## src/rtl/blink_pkg.sv

```systemverilog
// Shared types and helpers for the status-LED blink arbiter.
//   blink_state_t : FSM state encoding (IDLE, ON, OFF)
//   div_f         : clock-to-tick divide ratio
//   prio_enc_f    : lowest-set-bit priority encoder (one-hot plus index)
package blink_pkg;

    typedef enum logic [1:0] {
        IDLE = 2'd0,
        ON   = 2'd1,
        OFF  = 2'd2
    } blink_state_t;

    // Widest requester vector the priority encoder handles.
    localparam int MAX_REQ = 32;
    localparam int IDX_W   = 5;

    typedef struct packed {
        logic [MAX_REQ-1:0] onehot;
        logic [IDX_W-1:0]   idx;
    } prio_t;

    function automatic int div_f(input int clk_hz, input int tick_hz);
        return clk_hz / tick_hz;
    endfunction

    // Scans from the top down so the lowest set index is the last write.
    function automatic prio_t prio_enc_f(input logic [MAX_REQ-1:0] req);
        prio_t r;
        r.onehot = '0;
        r.idx    = '0;
        for (int k = MAX_REQ - 1; k >= 0; k--) begin
            if (req[k]) begin
                r.onehot    = '0;
                r.onehot[k] = 1'b1;
                r.idx       = IDX_W'(k);
            end
        end
        return r;
    endfunction

endpackage

```

## src/rtl/tick_prescaler.sv

```systemverilog
// Divides clk_25m_i down to a one-cycle tick every DIV cycles.
//   clk_25m_i : clock
//   rst_n_i   : synchronous active-low reset
//   clr_i     : synchronous clear, wins over counting
//   tick_o    : high during the last cycle of each DIV-cycle window
module tick_prescaler #(
    parameter int DIV = 10
) (
    input  logic clk_25m_i,
    input  logic rst_n_i,
    input  logic clr_i,
    output logic tick_o
);

    localparam int CNT_W = $clog2(DIV);
    localparam logic [CNT_W-1:0] CNT_LAST = CNT_W'(DIV - 1);

    logic [CNT_W-1:0] cnt_q;

    always_ff @(posedge clk_25m_i) begin
        if (!rst_n_i) begin
            cnt_q <= '0;
        end else if (clr_i) begin
            cnt_q <= '0;
        end else if (cnt_q == CNT_LAST) begin
            cnt_q <= '0;
        end else begin
            cnt_q <= cnt_q + CNT_W'(1);
        end
    end

    assign tick_o = (cnt_q == CNT_LAST);

endmodule

```

## src/rtl/led_blink_arbiter.sv

```systemverilog
// Shares one status LED between N_REQ requesters. A fixed-priority pick
// (index 0 highest) chooses the owner, which then gets a full ON and OFF
// phase of its own half-period before anyone else is considered.
//   clk_25m_i     : clock
//   rst_n_i       : synchronous active-low reset
//   req_i         : level request per requester
//   half_period_i : packed half-periods in ticks, field k at [k*PERIOD_W +: PERIOD_W]
//   grant_o       : one-hot LED owner, zero when idle
//   busy_o        : high while a blink period is in progress
//   led_o         : LED drive, active high
//
// state | meaning
// IDLE  | no owner, LED dark, waiting for any request
// ON    | owner's lit half-period is running
// OFF   | owner's dark half-period; re-arbitrates when it expires
module led_blink_arbiter
    import blink_pkg::*;
#(
    parameter int CLK_HZ   = 25000000,
    parameter int TICK_HZ  = 1000,
    parameter int N_REQ    = 4,
    parameter int PERIOD_W = 16
) (
    input  logic                      clk_25m_i,
    input  logic                      rst_n_i,
    input  logic [N_REQ-1:0]          req_i,
    input  logic [N_REQ*PERIOD_W-1:0] half_period_i,
    output logic [N_REQ-1:0]          grant_o,
    output logic                      busy_o,
    output logic                      led_o
);

    localparam int DIV = div_f(CLK_HZ, TICK_HZ);

    if (DIV < 2 || (CLK_HZ % TICK_HZ) != 0) begin : g_bad_div
        $error("led_blink_arbiter: CLK_HZ/TICK_HZ must be an integer >= 2");
    end
    if (N_REQ < 1 || N_REQ > MAX_REQ) begin : g_bad_nreq
        $error("led_blink_arbiter: N_REQ out of range");
    end

    blink_state_t        state_q, state_d;
    logic [N_REQ-1:0]    grant_q, grant_d;
    logic                led_q, led_d;
    logic                busy_q;
    logic [PERIOD_W-1:0] hp_q, hp_d;
    logic [PERIOD_W-1:0] tcnt_q, tcnt_d;
    logic                clr;
    logic                tick;
    logic                phase_end;

    prio_t               pe;
    logic                any_req;
    logic [PERIOD_W-1:0] hp_raw;
    logic [PERIOD_W-1:0] hp_sel;

    tick_prescaler #(
        .DIV (DIV)
    ) u_prescaler (
        .clk_25m_i (clk_25m_i),
        .rst_n_i   (rst_n_i),
        .clr_i     (clr),
        .tick_o    (tick)
    );

    assign pe      = prio_enc_f(MAX_REQ'(req_i));
    assign any_req = |pe.onehot;

    // A zero half-period would never expire against the tick counter,
    // so it is promoted to one tick.
    always_comb begin
        hp_raw = '0;
        for (int k = 0; k < N_REQ; k++) begin
            if (pe.idx == IDX_W'(k)) begin
                hp_raw = half_period_i[k*PERIOD_W +: PERIOD_W];
            end
        end
        hp_sel = (hp_raw == '0) ? PERIOD_W'(1) : hp_raw;
    end

    // hp_q is at least 1 in ON/OFF, so hp_q-1 never underflows there.
    assign phase_end = tick && (tcnt_q == hp_q - PERIOD_W'(1));

    always_comb begin
        state_d = state_q;
        grant_d = grant_q;
        led_d   = led_q;
        hp_d    = hp_q;
        tcnt_d  = tcnt_q;
        clr     = 1'b0;

        case (state_q)
            IDLE: begin
                led_d = 1'b0;
                if (any_req) begin
                    state_d = ON;
                    grant_d = pe.onehot[N_REQ-1:0];
                    hp_d    = hp_sel;
                    led_d   = 1'b1;
                    tcnt_d  = '0;
                    clr     = 1'b1;
                end
            end
            ON: begin
                if (phase_end) begin
                    state_d = OFF;
                    led_d   = 1'b0;
                    tcnt_d  = '0;
                end else if (tick) begin
                    tcnt_d = tcnt_q + PERIOD_W'(1);
                end
            end
            OFF: begin
                if (phase_end) begin
                    tcnt_d = '0;
                    if (any_req) begin
                        state_d = ON;
                        grant_d = pe.onehot[N_REQ-1:0];
                        hp_d    = hp_sel;
                        led_d   = 1'b1;
                        clr     = 1'b1;
                    end else begin
                        state_d = IDLE;
                        grant_d = '0;
                        led_d   = 1'b0;
                    end
                end else if (tick) begin
                    tcnt_d = tcnt_q + PERIOD_W'(1);
                end
            end
            default: begin
                state_d = IDLE;
                grant_d = '0;
                led_d   = 1'b0;
            end
        endcase
    end

    always_ff @(posedge clk_25m_i) begin
        if (!rst_n_i) begin
            state_q <= IDLE;
            grant_q <= '0;
            led_q   <= 1'b0;
            busy_q  <= 1'b0;
            hp_q    <= '0;
            tcnt_q  <= '0;
        end else begin
            state_q <= state_d;
            grant_q <= grant_d;
            led_q   <= led_d;
            busy_q  <= (state_d != IDLE);
            hp_q    <= hp_d;
            tcnt_q  <= tcnt_d;
        end
    end

    assign grant_o = grant_q;
    assign busy_o  = busy_q;
    assign led_o   = led_q;

endmodule

```

## config.mk

```make
export PLATFORM = sky130hd
export DESIGN_NAME = led_blink_arbiter
export DESIGN_NICKNAME = d
export VERILOG_FILES = /design/src/rtl/blink_pkg.sv /design/src/rtl/tick_prescaler.sv /design/src/rtl/led_blink_arbiter.sv
export SDC_FILE = /design/constraint.sdc
export NUM_CORES = 1
export LEC_CHECK = 0
export CAP_MARGIN = 20
export CELL_PAD_IN_SITES_DETAIL_PLACEMENT = 1
export CELL_PAD_IN_SITES_GLOBAL_PLACEMENT = 1
export CORE_ASPECT_RATIO = 0.5
export CORE_MARGIN = 4
export CORE_UTILIZATION = 40
export DETAILED_ROUTE_END_ITERATION = 6
export PLACE_DENSITY_LB_ADDON = 0.1
export SYNTH_ARGS = -nofsm -noshare
export SYNTH_HDL_FRONTEND = slang
export SYNTH_HIERARCHICAL = 1
export SYNTH_SLANG_ARGS = --single-unit
```

## constraint.sdc

```tcl
create_clock -name clk_25m_i -period 6.35 [get_ports clk_25m_i]
set_input_delay 1.27 -clock clk_25m_i [delete_from_list [all_inputs] [get_ports clk_25m_i]]
set_output_delay 1.27 -clock clk_25m_i [all_outputs]
set_load 0.01 [all_outputs]
```

==> reports/results.txt, run 1 <==
Setup Viol. Count Final: 0
Main combinational cell family by area after synthesis: simple AND/OR/NAND/NOR gates
Congestion Overflow GR: 0
Count leader, synth: nand2_1
Seq/Total Area, Yosys: 30.7%
Crit path arrival time: 4040 ps
FF-to-FF setup slack: 2520 ps
Area delta synth->final: 26.6%
Outcome: complete, but fails checks
Final min period: 3860 ps
Layout cells sized above 1: 5.82%
CP max-delay cell: or3b_2
Startpoint Class: primary input
CTS Buf Count: 5
Final Max Slew Viols: 0
Warnings from Yosys: 6
All-Layer GR Usage: 19.9%
Post-Synth XOR/XNOR Area: 9.05%
Post-Synth Adder-Cell Area: 2.79%
Area of the multi-input gates: 2320 µm²
EDFF count, synth: 0
# rows: 24
RSZ-0062 raised after global routing: false
Max FO, Critical Path: 17
Via count: 3453
Register area: 1100 µm²
Synthesized flop and latch total: 55
IO Count: 76
Clock latency on the worst-skew pair: 300 ps
Kind of critical path: in -> reg
Async SR Flop Fraction: 0%
Clock net sink count: 55
Hpwl dp: 8300 µm
Reg2reg end: tcnt_q[11]
First-pass DRT Iterations: 7
FILL cells: 1047
Post-synth top area cell: dfxtp_1
Post-synthesis compound-gate area fraction: 17.2%
Failing checks: design-rule violations
Syn nets: 515
Post_cts resized: 0
Fmax: 259 MHz
Depth of the CTS H-tree: 2
Worst clock skew: 9.62 ps
Post-route setup slack: 2490 ps
Post-CTS Setup Inserts: 0
Final period utilization: 60.8%
Area share of the largest cell type after synthesis: 30.7%
Diodes inserted: 0
R2r worst-path depth: 10
PwrDens: 194 nW/µm²
Drt initial violations: 217
Crit end category: flop
Mux contribution to synthesized area: 3.91%
Endpoints failing hold: 0
Post-synth top flop: dfxtp_1
Initial antenna violation count: 0
Detailed-route DRC error count: 1
Post-synth top cells: nand2_1 (65), dfxtp_1 (55), xnor2_1 (23), nand3_1 (21), nor2_1 (21)
Largest net degree at the start of global routing: 35
Hold/Removal Path Class: reg -> reg
Rel. slew slack: 28.9%
IO Port Bufs: 75
Start point of the critical path: req_i[0]
Simple-gate share of the synthesized area: 31.5%
Vias per inst: 5.61
Initial Util: 41.1%
LEAKAGE: 1.65 nW
Die W: 142 µm
Fin Setup TNS: 0 ps
Vias in the first global route: 3451
Post-CTS Hold Buffers: 0
Die area: 10600 µm²
Worst path max stage delay: 650 ps
Syn Area/Cell: 8.20 µm²
Reg-to-Reg Start: hp_q[0]
Die height: 74.9 µm
Clock transition at path regs: 70 ps
Routability cong.: 0.775
Worst path cell trace: clkdlybuf4s50_1 > nor4_1 > buf_2 > a221oi_1 > nand4_1 > or3b_2 > o311ai_0
Antenna viol nets, final: 0
First-pass GRT wire length: 16800 µm
Mapped Cells: 437
Critical Path RT: 6530 ps
Worst-Margin Slew: 1060 ps
CTS Buffer Depth: 2
Final net count: 575
Root Driver: clkbuf_16
Count of cell types in the netlist: 63
WHS: 483 ps
Top cells by area, synth: dfxtp_1 (31%), nand2_1 (6.8%), xnor2_1 (5.6%)
Max_cap viols: 0
DR WL/cell: 16.9 µm
Mapped cell area: 3580 µm²
Core Area: 8710 µm²
Worst setup endpoint: tcnt_q[11]
Final WL: 10400 µm
TritonCTS clock tree: yes
Maximum vdd drop: 0.109 mV
Setup WS pre-CTS: 2070 ps
Finished Core Util: 52.1%
[worst max-delay path: cells and delay by family]
family | cells | cell delay (ps)
AND/OR/NAND/NOR | 3 | 1350
buffers and inverters | 2 | 800
AO/OA/AOI/OAI | 2 | 610
[power breakdown]
part	leakage, nW	internal [W]	switching [W]	total (W)
Sequential	0.448	0.000361	0.0000202	0.000381
Clock	0.0669	0.000146	0.000126	0.000272
Combinational	1.13	0.000115	0.000111	0.000226
[registers in the layout, summed over array words and instances (netlist names)]
name               count
hp_q                  16
led_o                  1
u_prescaler/cnt_q     15
grant_o                4
state_q                2
busy_o                 1
tcnt_q                16
[final cells by class]
class	count	area share, %
clock buffers	6	2.84
clock inverters	2	0.276
inverters	12	0.993
multi-input cells	344	51.2
flip-flops and latches	55	24.3
well taps	117	3.23
repair buffers	79	17.2
[layer usage]
metal  vias up  part of all wire [%]  wire length, µm  global-route usage (%)
li1       1724                     -                -                       -
met1      1643                    48             4990                    25.7
met2        78                    44             4610                    33.3
met3         8                   6.8              712                    5.96
met4         0                  0.99              103                    5.00
met5         -                     0                0                       0
[worst min path at each step]
stage | endpoint | cells past startpoint | slack [ps] | startpoint
CTS | grant_o[2] | 2 | 490 | grant_o[2]
detailed placement | grant_o[2] | 2 | 480 | grant_o[2]
global placement | grant_o[0] | 2 | 460 | grant_o[0]
floorplan | u_prescaler/cnt_q[0] | 1 | 450 | u_prescaler/cnt_q[0]
global route | grant_o[2] | 2 | 520 | grant_o[2]
finish | grant_o[2] | 2 | 480 | grant_o[2]
[logic make-up after synthesis]
| logic type | after synthesis |
|---|---|
| flip-flops | 55 |
| adder cells (fa/ha/maj) | 8 |
| AO/OA/AOI/OAI | 76 |
| XOR/XNOR | 37 |
| buffers and inverters | 38 |
| multiplexers | 14 |
| AND/OR/NAND/NOR | 209 |
[cell usage in the layout (no fill, tap or decap), drive strengths merged, types with 5 or more instances in the layout]
cell type and instances:
and3 6, nor2 25, clkbuf 6, xor2 14, a222oi 15, clkdlybuf4s50 75, nand3 21, a21oi 5
ha 8, xnor2 23, nor3 11, or4 8, dfxtp 55, or3 10, inv 12, mux2i 14
nand2 65, nand4 10, nor2b 18, o211ai 7, o21ai 14, nor4 12
[per-stage QoR]
step,area [µm²],std cells,power [W]
floorplan,3580,437,0.000533
global placement,4390,606,0.000611
detailed placement,4390,606,0.000617
CTS,4530,614,0.000891
global route,4530,615,0.000928
finish,4530,615,0.000880
(Power assumes the default switching activity.)
==> run 2, diff against run 1 <==
CORE_UTILIZATION = 38   (was 40)
clock period = 3.8 ns   (was 6.35 ns; I/O delays follow)
==> run 2 against run 1 <==
The run now ends clean. Cell count grew 0.98%. Largest cell class unchanged. Sequential cell count is the same. First-iteration DRC count grew 6.9%. Critical endpoint is now busy_o. Die area grew 4.8%. Critical path depth grew 3. Count of clock-buffer cells in the layout is the same. Utilization shrank 0.78 points.
==> reports/results.txt, run 2 (synthesized netlist as in run 1, its figures left out) <==
Outcome: finished clean
CTS Buf Count: 5
Crit path max-delay family: simple AND/OR/NAND/NOR gates
Fmax: 286 MHz
Overall Power: 0.00149 W
IO Count: 76
Most used cell along the critical path: or4_1
Congestion Overflow GR: 0
Depth of the CTS H-tree: 2
Setup Viol. Count Final: 0
Die W: 145 µm
RSZ-0062 raised after global routing: false
Crit path arrival time: 3690 ps
First-pass DRT Iterations: 5
Worst path cell trace: inv_1 > ha_1 > or3b_1 > or4_1 > a22oi_1 > o211ai_1 > or4_1 > a221o_4 > o2111a_1 > or2_1
Critical Path RT: 3990 ps
TritonCTS clock tree: yes
Max FO, Critical Path: 9
Final period utilization: 92.1%
DR WL/cell: 17.2 µm
Top Registers: hp_q: 16 flops, tcnt_q: 16 flops, u_prescaler/cnt_q: 15 flops
Worst-Margin Slew: 685 ps
Maximum vdd drop: 0.127 mV
Placed cell count: 612
Via count: 3478
Diodes inserted: 0
Worst path max stage delay: 530 ps
Final WL: 10700 µm
LEAKAGE: 1.68 nW
Die area: 11100 µm²
PwrDens: 324 nW/µm²
First-pass GRT wire length: 17800 µm
Clock transition at path regs: 70 ps
Post-route insts no fill: 621
WHS: 487 ps
Crit end category: flop
Worst clock skew: 6.12 ps
Clock net sink count: 55
Post-CTS Hold Buffers: 0
Clock latency on the worst-skew pair: 300 ps
Post_cts resized: 0
Finished Core Util: 51.3%
Largest net degree at the start of global routing: 35
Layout cells sized above 1: 6.94%
Antenna viol nets, final: 0
WP buf/inv: 1
Hold/Removal Path Class: reg -> reg
All-Layer GR Usage: 19.3%
Die height: 76.7 µm
Final Max Slew Viols: 0
Final net count: 581
Commonest cells after routing, fill and taps aside: clkdlybuf4s50_1 (75), nand2_1 (65), dfxtp_1 (55), xnor2_1 (23)
Rel. slew slack: 53.9%
Core Area: 8950 µm²
Kind of critical path: reg -> reg
Detailed-route DRC error count: 0
CTS Buffer Depth: 2
FILL cells: 1081
Hpwl dp: 8420 µm
Startpoint Class: flop
Fin Setup TNS: 0 ps
Final min period: 3500 ps
CP max-delay cell: or4_1
Most common cell after layout, fill and taps aside: clkdlybuf4s50_1
Initial antenna violation count: 0
Vias in the first global route: 3563
Area delta synth->final: 28.1%
Post-CTS Setup Inserts: 0
Drt initial violations: 232
# rows: 24
Initial Util: 40.0%
Vias per inst: 5.60
Max_cap viols: 0
IO Port Bufs: 75
Root Driver: clkbuf_16
Routability cong.: 0.813
Endpoints failing hold: 0
==> run 2: changes by cell type in the layout (fill, tap and decap cells not counted) <==
cell,change
buf_2,-1
buf_8,+1
buf_4,+6
==> run 2: layout make-up <==
class | count | area [µm²] | share of cell area, %
multi-input combinational | 344 | 2320 | 50.6
inverter | 12 | 45.0 | 0.981
sequential | 55 | 1100 | 24.0
timing repair buffer | 85 | 833 | 18.2
clock inverter | 2 | 12.5 | 0.273
clock buffer | 6 | 129 | 2.81
tap | 117 | 146 | 3.19
==> run 2: worst reg2reg max path, stage by stage, from the launching register on <==
cell	delay (ps)
dfxtp_1	350
inv_1	100
ha_1	260
or3b_1	510
or4_1	540
a22oi_1	210
o211ai_1	110
or4_1	500
a221o_4	440
o2111a_1	160
or2_1	220
==> run 2: metrics by stage <==
stage                     area (µm²)  setup slack (ps)
after floorplan                 3580               481
after global placement          4430               434
after detailed placement        4430               289
after CTS                       4570               284
after global routing            4590              69.2
final                           4590               299
==> run 2: power by group <==
| part | switching [W] | internal [W] | leakage, nW |
|---|---|---|---|
| Combinational | 0.000193 | 0.000199 | 1.16 |
| Clock | 0.000211 | 0.000244 | 0.0669 |
| Sequential | 0.0000355 | 0.000604 | 0.448 |
==> run 2: final timing paths <==
check	end	startpoint	slack (ps)	cells after the start
hold / removal	grant_o[0]	grant_o[0]	490	2
setup reg to reg	busy_o	hp_q[0]	300	10
setup / recovery	busy_o	hp_q[0]	300	10
hold reg to reg	grant_o[0]	grant_o[0]	490	2
==> run 2: layer usage <==
layer	part of all wire, %	vias to the layer above	track usage [%]
met3	6.3	5	5.18
met5	0	-	0
met2	44	73	31.4
li1	-	1737	-
met4	0.58	0	3.69
met1	49	1663	26.0
==> run 3, diff against run 2 <==
CORE_UTILIZATION = 34   (was 38)
REMOVE_ABC_BUFFERS = 1   (was default)
clock period = 3 ns   (was 3.8 ns; I/O delays follow)
==> run 3 against run 2 <==
The flow now finishes with violations (negative setup slack). Register-to-register slack got worse by 440 ps. Cell area rose by 16%. Fmax increased by 12%. First-iteration DRC count is 15% lower. Global-route usage up 1.0 points. Cell count up 12%. Total power up 44%. Count of clock-buffer cells in the layout is the same. Via count increased by 7.2%. Clock power up 33%. Largest power group unchanged.
==> reports/results.txt, run 3 (synthesized netlist as in run 1, its figures left out) <==
Worst path cell trace: inv_2 > ha_4 > or3b_4 > or4_4 > a211oi_2 > nand4_1 > nor4_4 > buf_4 > nor2_4 > nor2_4 > or3b_4 > buf_12 > nor2_1
Critical Path RT: 3200 ps
Final min period: 3140 ps
All-Layer GR Usage: 20.3%
Root Driver: clkbuf_16
Failing checks: negative setup slack
Placed cell count: 677
CTS Buf Count: 5
Clock transition at path regs: 70 ps
Area delta synth->final: 48.0%
Crit path arrival time: 3330 ps
RSZ-0062 raised after global routing: true
Crit path max-delay family: simple AND/OR/NAND/NOR gates
Finished Core Util: 51.7%
Final period utilization: 105%
Antenna viol nets, final: 0
Outcome: complete, but fails checks
DR WL/cell: 18.4 µm
Worst hold stages: 2
Crit end category: flop
TritonCTS clock tree: yes
First-pass GRT wire length: 19900 µm
First-pass DRT Iterations: 5
CP max-delay cell: or4_4
Clock latency on the worst-skew pair: 300 ps
Initial Util: 35.0%
Fin area: 5300 µm²
Post-route insts no fill: 695
Most common cell after layout, fill and taps aside: clkdlybuf4s50_1
Via count: 3729
Congestion Overflow GR: 0
Setup Viol. Count Final: 39
Final Max Slew Viols: 0
WP buf/inv: 3
Final net count: 632
Die W: 153 µm
Worst clock skew: 6.58 ps
Routability cong.: 0.894
IO Count: 76
Max FO, Critical Path: 8
Largest net degree at the start of global routing: 18
Initial antenna violation count: 0
Detailed-route DRC error count: 0
Post-route setup slack: -136 ps
IO Port Bufs: 75
Fmax: 319 MHz
LEAKAGE: 2.00 nW
Crit path depth: 13
Hold/Removal Path Class: reg -> reg
Drt initial violations: 198
Kind of critical path: reg -> reg
Endpoints failing hold: 0
Rel. slew slack: 71.3%
Commonest cells after routing, fill and taps aside: clkdlybuf4s50_1 (75), nand2_1 (64), dfxtp_1 (53), buf_4 (51), xnor2_1 (23)
Worst path max stage delay: 510 ps
Final WL: 12800 µm
Vias in the first global route: 3693
Die area: 12300 µm²
Layout cells sized above 1: 21.1%
Startpoint Class: flop
Die height: 80.6 µm
Diodes inserted: 0
Maximum vdd drop: 0.237 mV
R2r worst-path depth: 13
Hpwl dp: 9750 µm
PwrDens: 402 nW/µm²
Depth of the CTS H-tree: 2
# rows: 26
Post-CTS Hold Buffers: 0
Worst-Margin Slew: 426 ps
Max_cap viols: 0
Core Area: 10200 µm²
Top Registers: hp_q: 16 flops, tcnt_q: 16 flops, u_prescaler/cnt_q: 15 flops
FILL cells: 1207
Area after DPL: 4830 µm²
CTS Buffer Depth: 2
Vias per inst: 5.37
Clock net sink count: 55
## run 3: repair_timing
item,4_1_cts,5_1_grt
setup endpoints to repair,51,47
resized for setup,37,14
pin swaps,20,14
buffers inserted,5,2
gates cloned,1,2
## run 3: worst reg2reg max path, cell delays in order, from the launching register on
cell	delay (ps)
dfxtp_2	330
inv_2	80
ha_4	130
or3b_4	400
or4_4	520
a211oi_2	240
nand4_1	210
nor4_4	330
buf_4	200
nor2_4	50
nor2_4	150
or3b_4	220
buf_12	150
nor2_1	50
## run 3: power breakdown
| group | switching (W) | internal [W] |
|---|---|---|
| registers | 0.0000352 | 0.000765 |
| clock network | 0.000289 | 0.000314 |
| logic | 0.000338 | 0.000392 |
## run 3: routing by layer
metal  global-route usage (%)  vias up  wire (µm)
met1                     28.1     1830       6440
met2                     34.0       47       5900
met3                     3.23       10        314
li1                         -     1842          -
met4                     3.64        0        102
met5                        0        -          0
## run 3: area by class of cell
class                   instances  area, µm²  share of cell area [%]
multi-input cells             344       2510                    47.3
repair buffers                136       1330                    25.0
flip-flops and latches         55       1100                    20.8
well taps                     140        175                    3.30
clock buffers                   6        129                    2.43
inverters                      12       45.0                   0.849
clock inverters                 2       16.3                   0.307
## run 3: worst paths after layout
kind,slack [ps],startpoint,to
worst max register to register,-140,hp_q[0],u_prescaler/cnt_q[8]
worst min register to register,480,grant_o[1],grant_o[1]
worst min-delay path,480,grant_o[1],grant_o[1]
worst max-delay path,-140,hp_q[0],u_prescaler/cnt_q[8]
## run 3: per-stage QoR
stage	total power, W	TNS (ps)	hold slack [ps]	setup WS, ps
final	0.00213	-3420	482	-136
after global routing	0.00224	-6950	527	-207
after CTS	0.00211	-1410	485	-103
after detailed placement	0.00143	-6730	475	-265
after global placement	0.00142	-2930	464	-158
after floorplan	0.00111	-17940	454	-1010
